**config.mk**
```make
export PLATFORM = sky130hd
export DESIGN_NAME = trace_retire_buffer
export DESIGN_NICKNAME = d
export VERILOG_FILES = /design/src/rtl/trace_ret_pkg.sv /design/src/rtl/trace_ret_fifo.sv /design/src/rtl/trace_retire_buffer.sv
export SDC_FILE = /design/constraint.sdc
export NUM_CORES = 2
export LEC_CHECK = 0
export BUFFER_PORTS_ARGS = -buffer_cell sky130_fd_sc_hd__buf_2
export CAP_MARGIN = 20
export CORE_AREA = 2 2 572 574
export DETAILED_ROUTE_END_ITERATION = 16
export DIE_AREA = 0 0 574 576
export MAX_ROUTING_LAYER = met4
export PLACE_DENSITY = 0.62
export SYNTH_ARGS = -nofsm -noshare
export SYNTH_HDL_FRONTEND = slang
export SYNTH_HIERARCHICAL = 1
export SYNTH_SLANG_ARGS = --single-unit
```
**constraint.sdc**
```tcl
create_clock -name clk_i -period 26.6 [get_ports clk_i]
set_input_delay 1.33 -clock clk_i [delete_from_list [all_inputs] [get_ports clk_i]]
set_output_delay 1.33 -clock clk_i [all_outputs]
set_load 0.01 [all_outputs]
```
**src/rtl/trace_ret_pkg.sv**
```systemverilog
// Shared record type, record width and lane-rank helper for the retirement trace buffer.
// Optional memory-access fields are enabled by TRACE_RET_MEM_EN.
package trace_ret_pkg;

    // The cycle stamp is carried at 32 bits so the record width is a package constant.
    // A narrower CYCW counter is zero-extended into this field.
    typedef struct packed {
        logic [15:0] seq;
        logic [31:0] cycle;
        logic [1:0]  lane;
        logic        gap;
        logic [31:0] pc;
        logic [31:0] insn;
        logic        rd_wren;
        logic [4:0]  rd_addr;
        logic [31:0] rd_wdata;
`ifdef TRACE_RET_MEM_EN
        logic [31:0] mem_addr;
        logic [3:0]  mem_rmask;
        logic [3:0]  mem_wmask;
`endif
    } trace_rec_t;

    localparam int unsigned REC_W = $bits(trace_rec_t);

    // Number of valid lanes strictly below 'lane'; this is the lane's write slot.
    function automatic logic [2:0] lane_rank(input logic [3:0] valid, input logic [1:0] lane);
        logic [2:0] r;
        r = '0;
        for (int unsigned i = 0; i < 4; i++) begin
            if ((i < 32'(lane)) && valid[i]) begin
                r = r + 3'd1;
            end
        end
        return r;
    endfunction

endpackage

```
**src/rtl/trace_ret_fifo.sv**
```systemverilog
// Multi-write (up to NRET per cycle), single-read FIFO with occupancy level and flush.
module trace_ret_fifo #(
    parameter int unsigned NRET  = 2,
    parameter int unsigned DEPTH = 16,
    parameter int unsigned W     = 8
) (
    input  logic                           clk,
    input  logic                           rst,
    input  logic                           flush,
    input  logic [2:0]                     wr_cnt,
    input  logic [NRET-1:0][W-1:0]         wr_data,
    input  logic                           rd_en,
    output logic [W-1:0]                   rd_data,
    output logic [$clog2(DEPTH):0]         level,
    output logic                           full
);

    localparam int unsigned AW = $clog2(DEPTH);
    localparam int unsigned LW = AW + 1;

    logic [W-1:0]  mem [DEPTH];
    logic [AW-1:0] wptr;
    logic [AW-1:0] rptr;

    always_ff @(posedge clk) begin
        if (rst || flush) begin
            wptr  <= '0;
            rptr  <= '0;
            level <= '0;
        end else begin
            wptr  <= wptr + AW'(wr_cnt);
            rptr  <= rptr + AW'(rd_en);
            level <= level + LW'(wr_cnt) - LW'(rd_en);
        end
    end

    // Slots are compacted by the caller; pointer arithmetic wraps across the end.
    always_ff @(posedge clk) begin
        for (int unsigned i = 0; i < NRET; i++) begin
            if (3'(i) < wr_cnt) begin
                mem[wptr + AW'(i)] <= wr_data[i];
            end
        end
    end

    assign rd_data = (level != '0) ? mem[rptr] : '0;
    assign full    = (level == LW'(DEPTH));

endmodule

```
**src/rtl/trace_retire_buffer.sv**
```systemverilog
// Retirement-trace capture buffer: tags multi-lane retires and queues them for a valid/ready sink.
// Memory-access fields and ports are present only when TRACE_RET_MEM_EN is defined.
module trace_retire_buffer
    import trace_ret_pkg::*;
#(
    parameter int unsigned NRET  = 2,
    parameter int unsigned DEPTH = 16,
    parameter int unsigned CYCW  = 32,
    parameter int unsigned DCW   = 16
) (
    input  logic                    clk_i,
    input  logic                    rst_i,
    input  logic                    flush_i,
    input  logic [NRET-1:0]         ret_valid_i,
    input  logic [NRET*32-1:0]      ret_pc_i,
    input  logic [NRET*32-1:0]      ret_insn_i,
    input  logic [NRET-1:0]         ret_rd_wren_i,
    input  logic [NRET*5-1:0]       ret_rd_addr_i,
    input  logic [NRET*32-1:0]      ret_rd_wdata_i,
`ifdef TRACE_RET_MEM_EN
    input  logic [NRET*32-1:0]      ret_mem_addr_i,
    input  logic [NRET*4-1:0]       ret_mem_rmask_i,
    input  logic [NRET*4-1:0]       ret_mem_wmask_i,
`endif
    output logic                    out_valid_o,
    input  logic                    out_ready_i,
    output trace_rec_t              out_rec_o,
    output logic [$clog2(DEPTH):0]  level_o,
    output logic                    full_o,
    output logic [DCW-1:0]          drop_cnt_o
);

    localparam int unsigned LW = $clog2(DEPTH) + 1;

    logic [15:0]              seq;
    logic [CYCW-1:0]          cycle;
    logic                     gap_pend;
    logic [DCW-1:0]           drop_cnt;
    logic [2:0]               k;
    logic [2:0]               rank [NRET];
    logic [3:0]               valid4;
    logic                     pop;
    logic [LW:0]              free;
    logic                     admit;
    logic                     drop;
    logic [DCW:0]             drop_sum;
    trace_rec_t               lane_rec [NRET];
    logic [NRET-1:0][REC_W-1:0] wr_data;
    logic [REC_W-1:0]         head;

    assign valid4 = 4'(ret_valid_i);

    always_comb begin
        k = '0;
        for (int unsigned l = 0; l < NRET; l++) begin
            rank[l] = lane_rank(valid4, 2'(l));
            k       = k + 3'(ret_valid_i[l]);
        end
    end

    assign pop   = out_valid_o & out_ready_i;
    assign free  = (LW + 1)'(DEPTH) - {1'b0, level_o} + (LW + 1)'(pop);
    assign admit = !flush_i && (k != '0) && ((LW + 1)'(k) <= free);
    assign drop  = (k != '0) && (flush_i || ((LW + 1)'(k) > free));

    always_comb begin
        for (int unsigned l = 0; l < NRET; l++) begin
            lane_rec[l]          = '0;
            lane_rec[l].seq      = seq + 16'(rank[l]);
            lane_rec[l].cycle    = 32'(cycle);
            lane_rec[l].lane     = 2'(l);
            lane_rec[l].gap      = gap_pend && (rank[l] == '0);
            lane_rec[l].pc       = ret_pc_i[32*l +: 32];
            lane_rec[l].insn     = ret_insn_i[32*l +: 32];
            lane_rec[l].rd_wren  = ret_rd_wren_i[l];
            lane_rec[l].rd_addr  = ret_rd_wren_i[l] ? ret_rd_addr_i[5*l +: 5] : '0;
            lane_rec[l].rd_wdata = ret_rd_wren_i[l] ? ret_rd_wdata_i[32*l +: 32] : '0;
`ifdef TRACE_RET_MEM_EN
            lane_rec[l].mem_addr  = ret_mem_addr_i[32*l +: 32];
            lane_rec[l].mem_rmask = ret_mem_rmask_i[4*l +: 4];
            lane_rec[l].mem_wmask = ret_mem_wmask_i[4*l +: 4];
`endif
        end
    end

    // Compact valid lanes into consecutive write slots in ascending lane order.
    always_comb begin
        wr_data = '0;
        for (int unsigned s = 0; s < NRET; s++) begin
            for (int unsigned l = 0; l < NRET; l++) begin
                if (ret_valid_i[l] && (rank[l] == 3'(s))) begin
                    wr_data[s] = lane_rec[l];
                end
            end
        end
    end

    assign drop_sum = {1'b0, drop_cnt} + (DCW + 1)'(k);

    always_ff @(posedge clk_i) begin
        if (rst_i) begin
            seq      <= '0;
            cycle    <= '0;
            gap_pend <= 1'b0;
            drop_cnt <= '0;
        end else begin
            cycle <= cycle + CYCW'(1);
            seq   <= seq + 16'(k);
            if (drop) begin
                drop_cnt <= drop_sum[DCW] ? '1 : drop_sum[DCW-1:0];
                gap_pend <= 1'b1;
            end else if (admit) begin
                gap_pend <= 1'b0;
            end
        end
    end

    trace_ret_fifo #(
        .NRET  (NRET),
        .DEPTH (DEPTH),
        .W     (REC_W)
    ) u_fifo (
        .clk     (clk_i),
        .rst     (rst_i),
        .flush   (flush_i),
        .wr_cnt  (admit ? k : 3'd0),
        .wr_data (wr_data),
        .rd_en   (pop),
        .rd_data (head),
        .level   (level_o),
        .full    (full_o)
    );

    assign out_valid_o = (level_o != '0);
    assign out_rec_o   = head;
    assign drop_cnt_o  = drop_cnt;

endmodule
```
; ---- Word level (Yosys, flattened, before mapping)
; Memories as Yosys holds them, arrays and structs flattened. A register that Yosys moved wholly into a read port is not among the register bits.
; Index checks and enable logic that the tools add are counted.
[word_totals]
memories = 1
mem_bits_rw = 2448
reg_bits = 78
input_bits = 210
wordCells = 58
output_inout_bits = 176
[memory_table]
columns = name, depth, width, read_ports, rd_clocked_by_memory_dff, write_ports, line_no
row1 = u_fifo.mem, 16, 153, 1, 1, 2, trace_ret_fifo.sv:21  ; logic [W-1:0] mem [DEPTH];
[classes]
order_cmp = 4
muxes = 18
add_sub_neg = 12
n_eq_ne = 2
bitwise_logic = 1
reduce_logical = 13
[op_table]
columns = op, count
row1 = 153-bit 2-to-1 mux, 4
row2 = 32-bit 2-to-1 mux, 2
row3 = "32-bit by 1-bit adder with 32-bit output, second input constant", 1
row4 = 16-bit by 2-bit adder with 17-bit output, 1
row5 = 16-bit by 1-bit adder with 16-bit output, 1
row6 = 16-bit by 2-bit adder with 16-bit output, 1
row7 = 16-bit 2-to-1 mux, 1
row8 = 5-bit 2-to-1 mux, 2
row9 = 1-bit 2-to-1 mux, 7
row10 = 6-bit by 1-bit adder with 6-bit output, 1
row11 = 2-bit by 6-bit > comparator with 1-bit output, 1
row12 = 2-bit by 6-bit less-or-equal comparator with 1-bit output, 1
row13 = 1-bit logical AND, 6
row14 = "5-bit by 5-bit subtractor with 6-bit output, first input constant", 1
row15 = 5-bit by 2-bit adder with 5-bit output, 1
row16 = "5-bit == test, second input constant", 1
row17 = 5-bit nonzero test, 1
row18 = 5-bit by 1-bit subtractor with 5-bit output, 1
row19 = 4-bit by 1-bit adder with 4-bit output, 1
row20 = "4-bit by 1-bit adder with 4-bit output, second input constant", 1
row21 = 4-bit by 2-bit adder with 4-bit output, 1
row22 = "1-bit by 2-bit less-than comparator with 1-bit output, first input constant", 2
row23 = 4-bit 2-to-1 mux, 1
row24 = 3-bit logical NOT, 1
row25 = other kinds (8), 9

; ---- Depth between registers and ports, before layout
[depth]
depth_word = 9
mapped_depth = 20
mapped_depth_nobuf = 20

; ---- Hierarchy
; Netlist, hierarchy kept.
[by_module_without_submodules]
columns = module, seq_area_each_um2, instances, cells_per_inst, area_per_inst_um2
row1 = trace_ret_fifo, 73770.8, 1, 6880, 123394.6
row2 = trace_retire_buffer, 1301.2, 1, 819, 6085.8

; ---- Worst setup path before layout
; Ideal clock, no wire load.
[synth_timing]
kind = input to register
startpoint = input out_ready_i
endpoint = memory u_fifo/mem[13][0] (netlist name), enable pin
t_arrival_ps = 14353
n_path_buf = 0
cell_stages = 12
slack_ps = 11355
setup_ps = 892
required_time_ps = 25708
path_cell_list = nand2_1 ha_1 inv_1 ha_1 inv_1 ha_1 nor2b_1 o21ai_0 o31ai_1 nor3_1 nand2_1 a211oi_1
[synth_rtl]
columns = element, line_no
row1 = start: declaration, trace_retire_buffer.sv:26  ; input logic out_ready_i,
row2 = end: declaration, trace_ret_fifo.sv:21

==> flow_metrics.py <==
metrics = {
    "run_status": {
        "status": "complete, no violations",
    },
    "placed_design": {
        "io_buffer_count": 385,
        "place.gp.congestion": 0.8133,
        "post-dp-hpwl_mm": 206.6,
        "place_inst": 11750,
    },
    "worst_setup_path": {
        "startpoint_type": "flop",
        "path_max_fanout": 46,
        "arrival_ps": 7690,
        "crit_type": "flop to flop",
        "cp.required_ps": 27110,
        "crit_path_end_kind": "flop",
    },
    "route": {
        "drc": 0,
        "num_vias": 74180,
        "drtIter0Drc": 7285,
        "vias_per_cell": 6.032,
        "first_pass_iters": 5,
        "drtAntennaViolNets": 0,
        "routed-wl-met2_mm": 191.5,
        "dr_wl_met3_mm": 23.22,
        "wl_per_cell_um": 32.14,
        "routed.top_layer": "met4",
        "wl_met1_mm": 166.4,
        "drt-total-wl_mm": 395.2,
    },
    "yosys": {
        "avgSynthCellArea_um2": 16.82,
        "syn_inst": 7699,
        "ys_seq_elements": 2526,
        "ys_warn_count": 6,
        "synth_area_mm2": 0.1295,
        "async_flop_share_pct": 0,
        "synth_flop_cell": "edfxtp_1",
        "yosysUniqueCellTypes": 61,
        "seq_area_frac_synth_pct": 57.98,
        "synth_edf_count": 2448,
    },
    "sta": {
        "finalSetupTns_ps": 0,
        "tightest_slew_ps": 1244,
        "rsz0062_at_grt": "false",
        "maxSlewHeadroom_pct": 17.04,
        "holdWs_ps": 530.8,
        "finalSetupViolations": 0,
        "final.min_clock_period_ps": 7174,
        "finalCritPeriodShare_pct": 26.97,
        "fmax_mhz": 139.4,
        "slew_viol_final": 0,
        "finalClockSkew_ps": 87.96,
        "finalHoldViolCount": 0,
    },
    "clock_tree": {
        "cts_tree": "done",
        "cts_hold_buf": 0,
        "cts_num_sinks": 2526,
        "clk_pin_slew_ps": 60,
        "cts_setup_buffers": 0,
        "htree_levels": 5,
        "cts-resized-gates": 0,
        "cts_made_buffers": 294,
        "worstSkewPairLatency_ps": 950,
        "cts_root_buffer": "clkbuf_16",
        "clockBufferDepth": 4,
    },
    "final_layout": {
        "syn_to_final_growth_pct": 11.45,
        "layout.nets": 7955,
        "drive_above_1_share_pct": 50.51,
        "final_cells": 12300,
    },
    "die": {
        "dieHeight_um": 576,
        "num_rows": 210,
        "core_mm2": 0.3253,
        "io_pins": 386,
        "die_width_um": 574,
        "die_area_mm2": 0.3306,
        "initial_core_util_pct": 39.80,
    },
    "power_and_ir_drop": {
        "power_density_mw_per_mm2": 72.48,
        "p_leak_nw": 51.55,
        "max-vdd-ir-drop_v": 0.0001601,
    },
    "global_routing": {
        "grt_pass1_wl_mm": 565.4,
        "first_global_vias": 77140,
        "antenna_found_initial": 23,
        "grt_max_degree": 149,
        "track_usage_pct": 24.07,
        "overflow": 0,
    },
    "worst_hold_path": {
        "min_path_type": "flop to flop",
    },
    "run": {
        "maxCapViolCount": 0,
    },
}
## state kept, by name (all words and copies together), names as in the netlist
| name | count |
|---|---|
| u_fifo/mem | 2448 |
| u_fifo/level | 5 |
| drop_cnt_o | 16 |
| gap_pend | 1 |
| cycle | 32 |
| u_fifo/rptr | 4 |
| seq | 16 |
| u_fifo/wptr | 4 |
## power by group
| group | leakage (nW) | switching (mW) | internal [mW] |
|---|---|---|---|
| Clock | 4.47 | 1.69 | 2.23 |
| Combinational | 23.6 | 1.22 | 0.751 |
| Sequential | 23.5 | 0.0482 | 4.52 |
## Yosys cell counts (3+ instances only)
| master | instances | area share [%] |
|---|---|---|
| nor2b_1 | 46 | 0.22 |
| a31oi_1 | 4 | 0.019 |
| or2_2 | 3 | 0.014 |
| mux2_2 | 2399 | 21 |
| xor2_1 | 34 | 0.23 |
| xnor2_1 | 29 | 0.20 |
| and2_1 | 110 | 0.53 |
| nand2_1 | 52 | 0.15 |
| nand2b_1 | 7 | 0.034 |
| buf_6 | 9 | 0.078 |
| inv_1 | 36 | 0.10 |
| nor2_2 | 4 | 0.019 |
| a311oi_2 | 3 | 0.035 |
| buf_1 | 40 | 0.12 |
| mux4_2 | 612 | 11 |
| and3_1 | 53 | 0.26 |
| o22ai_1 | 157 | 0.76 |
| dfxtp_1 | 78 | 1.2 |
| edfxtp_1 | 2448 | 57 |
| a21o_1 | 5 | 0.029 |
| a21oi_1 | 22 | 0.085 |
| or3_1 | 7 | 0.034 |
| a22o_1 | 102 | 0.69 |
| mux2i_1 | 310 | 2.4 |
| fa_1 | 4 | 0.062 |
| o21ai_0 | 31 | 0.12 |
| nand3_1 | 31 | 0.12 |
| buf_4 | 59 | 0.34 |
| ha_1 | 27 | 0.26 |
| and4_1 | 4 | 0.027 |
| a211oi_1 | 10 | 0.058 |
| buf_2 | 253 | 0.98 |
| clkbuf_1 | 490 | 1.4 |
| mux2_1 | 50 | 0.43 |
| nor3_1 | 13 | 0.050 |
| nand4_1 | 21 | 0.10 |
| nor2_1 | 102 | 0.30 |
## area by class of cell
cell class	count	area [µm²]
timing repair buffer	552	3487
sequential	2526	75080
inverter	37	146.4
antenna	16	40.04
clock buffer	384	7797
fill	28480	181000
clock inverter	133	1423
multi-input combinational	4303	50900
tap	4346	5438
## kinds of logic (layout without fill, tap and decap cells)
kind of cell	after synthesis	after routing	share of synthesized area (%)
other	1	35	0.002896
AO/OA/AOI/OAI	351	351	1.924
adder cells (fa/ha/maj)	31	31	0.3228
buffers and inverters	888	1106	3.042
flip-flops	2526	2526	57.98
XOR/XNOR	63	63	0.4261
multiplexers	3371	3371	34.34
AND/OR/NAND/NOR	468	468	1.963
## routing by layer
metal / track usage [%] / vias to the layer above
li1: - / 30830
met4: 8.112 / 0
met1: 31.81 / 40020
met3: 2.703 / 619
met5: - / -
met2: 38.77 / 2722
## critical path, stage by stage, from the launching register on
cell	delay [ps]
dfxtp_1	440
nor3_1	180
nand2_1	100
nand2_1	100
ha_1	200
inv_1	80
ha_1	280
inv_1	40
ha_1	270
nor2b_1	130
o21ai_0	430
o31ai_1	180
nor3_1	560
nor2_1	370
nor2_1	500
nand2_4	440
o21ai_4	170
buf_4	630
buf_4	820
buf_4	820
## stage by stage
step                area, µm²  worst slack, ps  utilization, %  power (mW)
floorplan              129500            11360               -       5.840
global placement       134900            18460           41.47       6.612
detailed placement     134900            18560           41.48       6.633
CTS                    144100            19110           44.31       10.56
global route           144300            19020           44.36       10.79
finish                 144300            19430           44.36       10.46
## cell usage in the layout (no fill, tap or decap), drive strengths merged, types with 10 or more instances in the layout
cell type	Yosys	routed
nand2	52	52
a21oi	22	22
mux2i	310	310
nand4	21	21
clkbuf	490	384
mux4	612	612
and2	110	110
a22o	102	102
o21ai	33	33
diode	0	16
and3	53	53
buf	361	552
edfxtp	2448	2448
ha	27	27
o22ai	157	157
clkinv	0	107
dfxtp	78	78
nor2	108	108
mux2	2449	2449
inv	37	44
nor3	14	14
xor2	34	34
conb	1	19
nand3	32	32
xnor2	29	29
a211oi	10	10
bufinv	0	15
nor2b	46	46
## final timing paths
kind,endpoint,startpoint,depth (start not counted),slack [ps]
hold reg to reg,cycle[31]$_SDFF_PP0_,cycle[31]$_SDFF_PP0_,2,530
hold / removal,cycle[31]$_SDFF_PP0_,cycle[31]$_SDFF_PP0_,2,530
setup / recovery,u_fifo/mem[5][2]$_DFFE_PP_,u_fifo/level[4]$_SDFF_PP0_,19,19430
setup reg to reg,u_fifo/mem[5][2]$_DFFE_PP_,u_fifo/level[4]$_SDFF_PP0_,19,19430
Note: power is estimated with default switching activity, not from simulation.
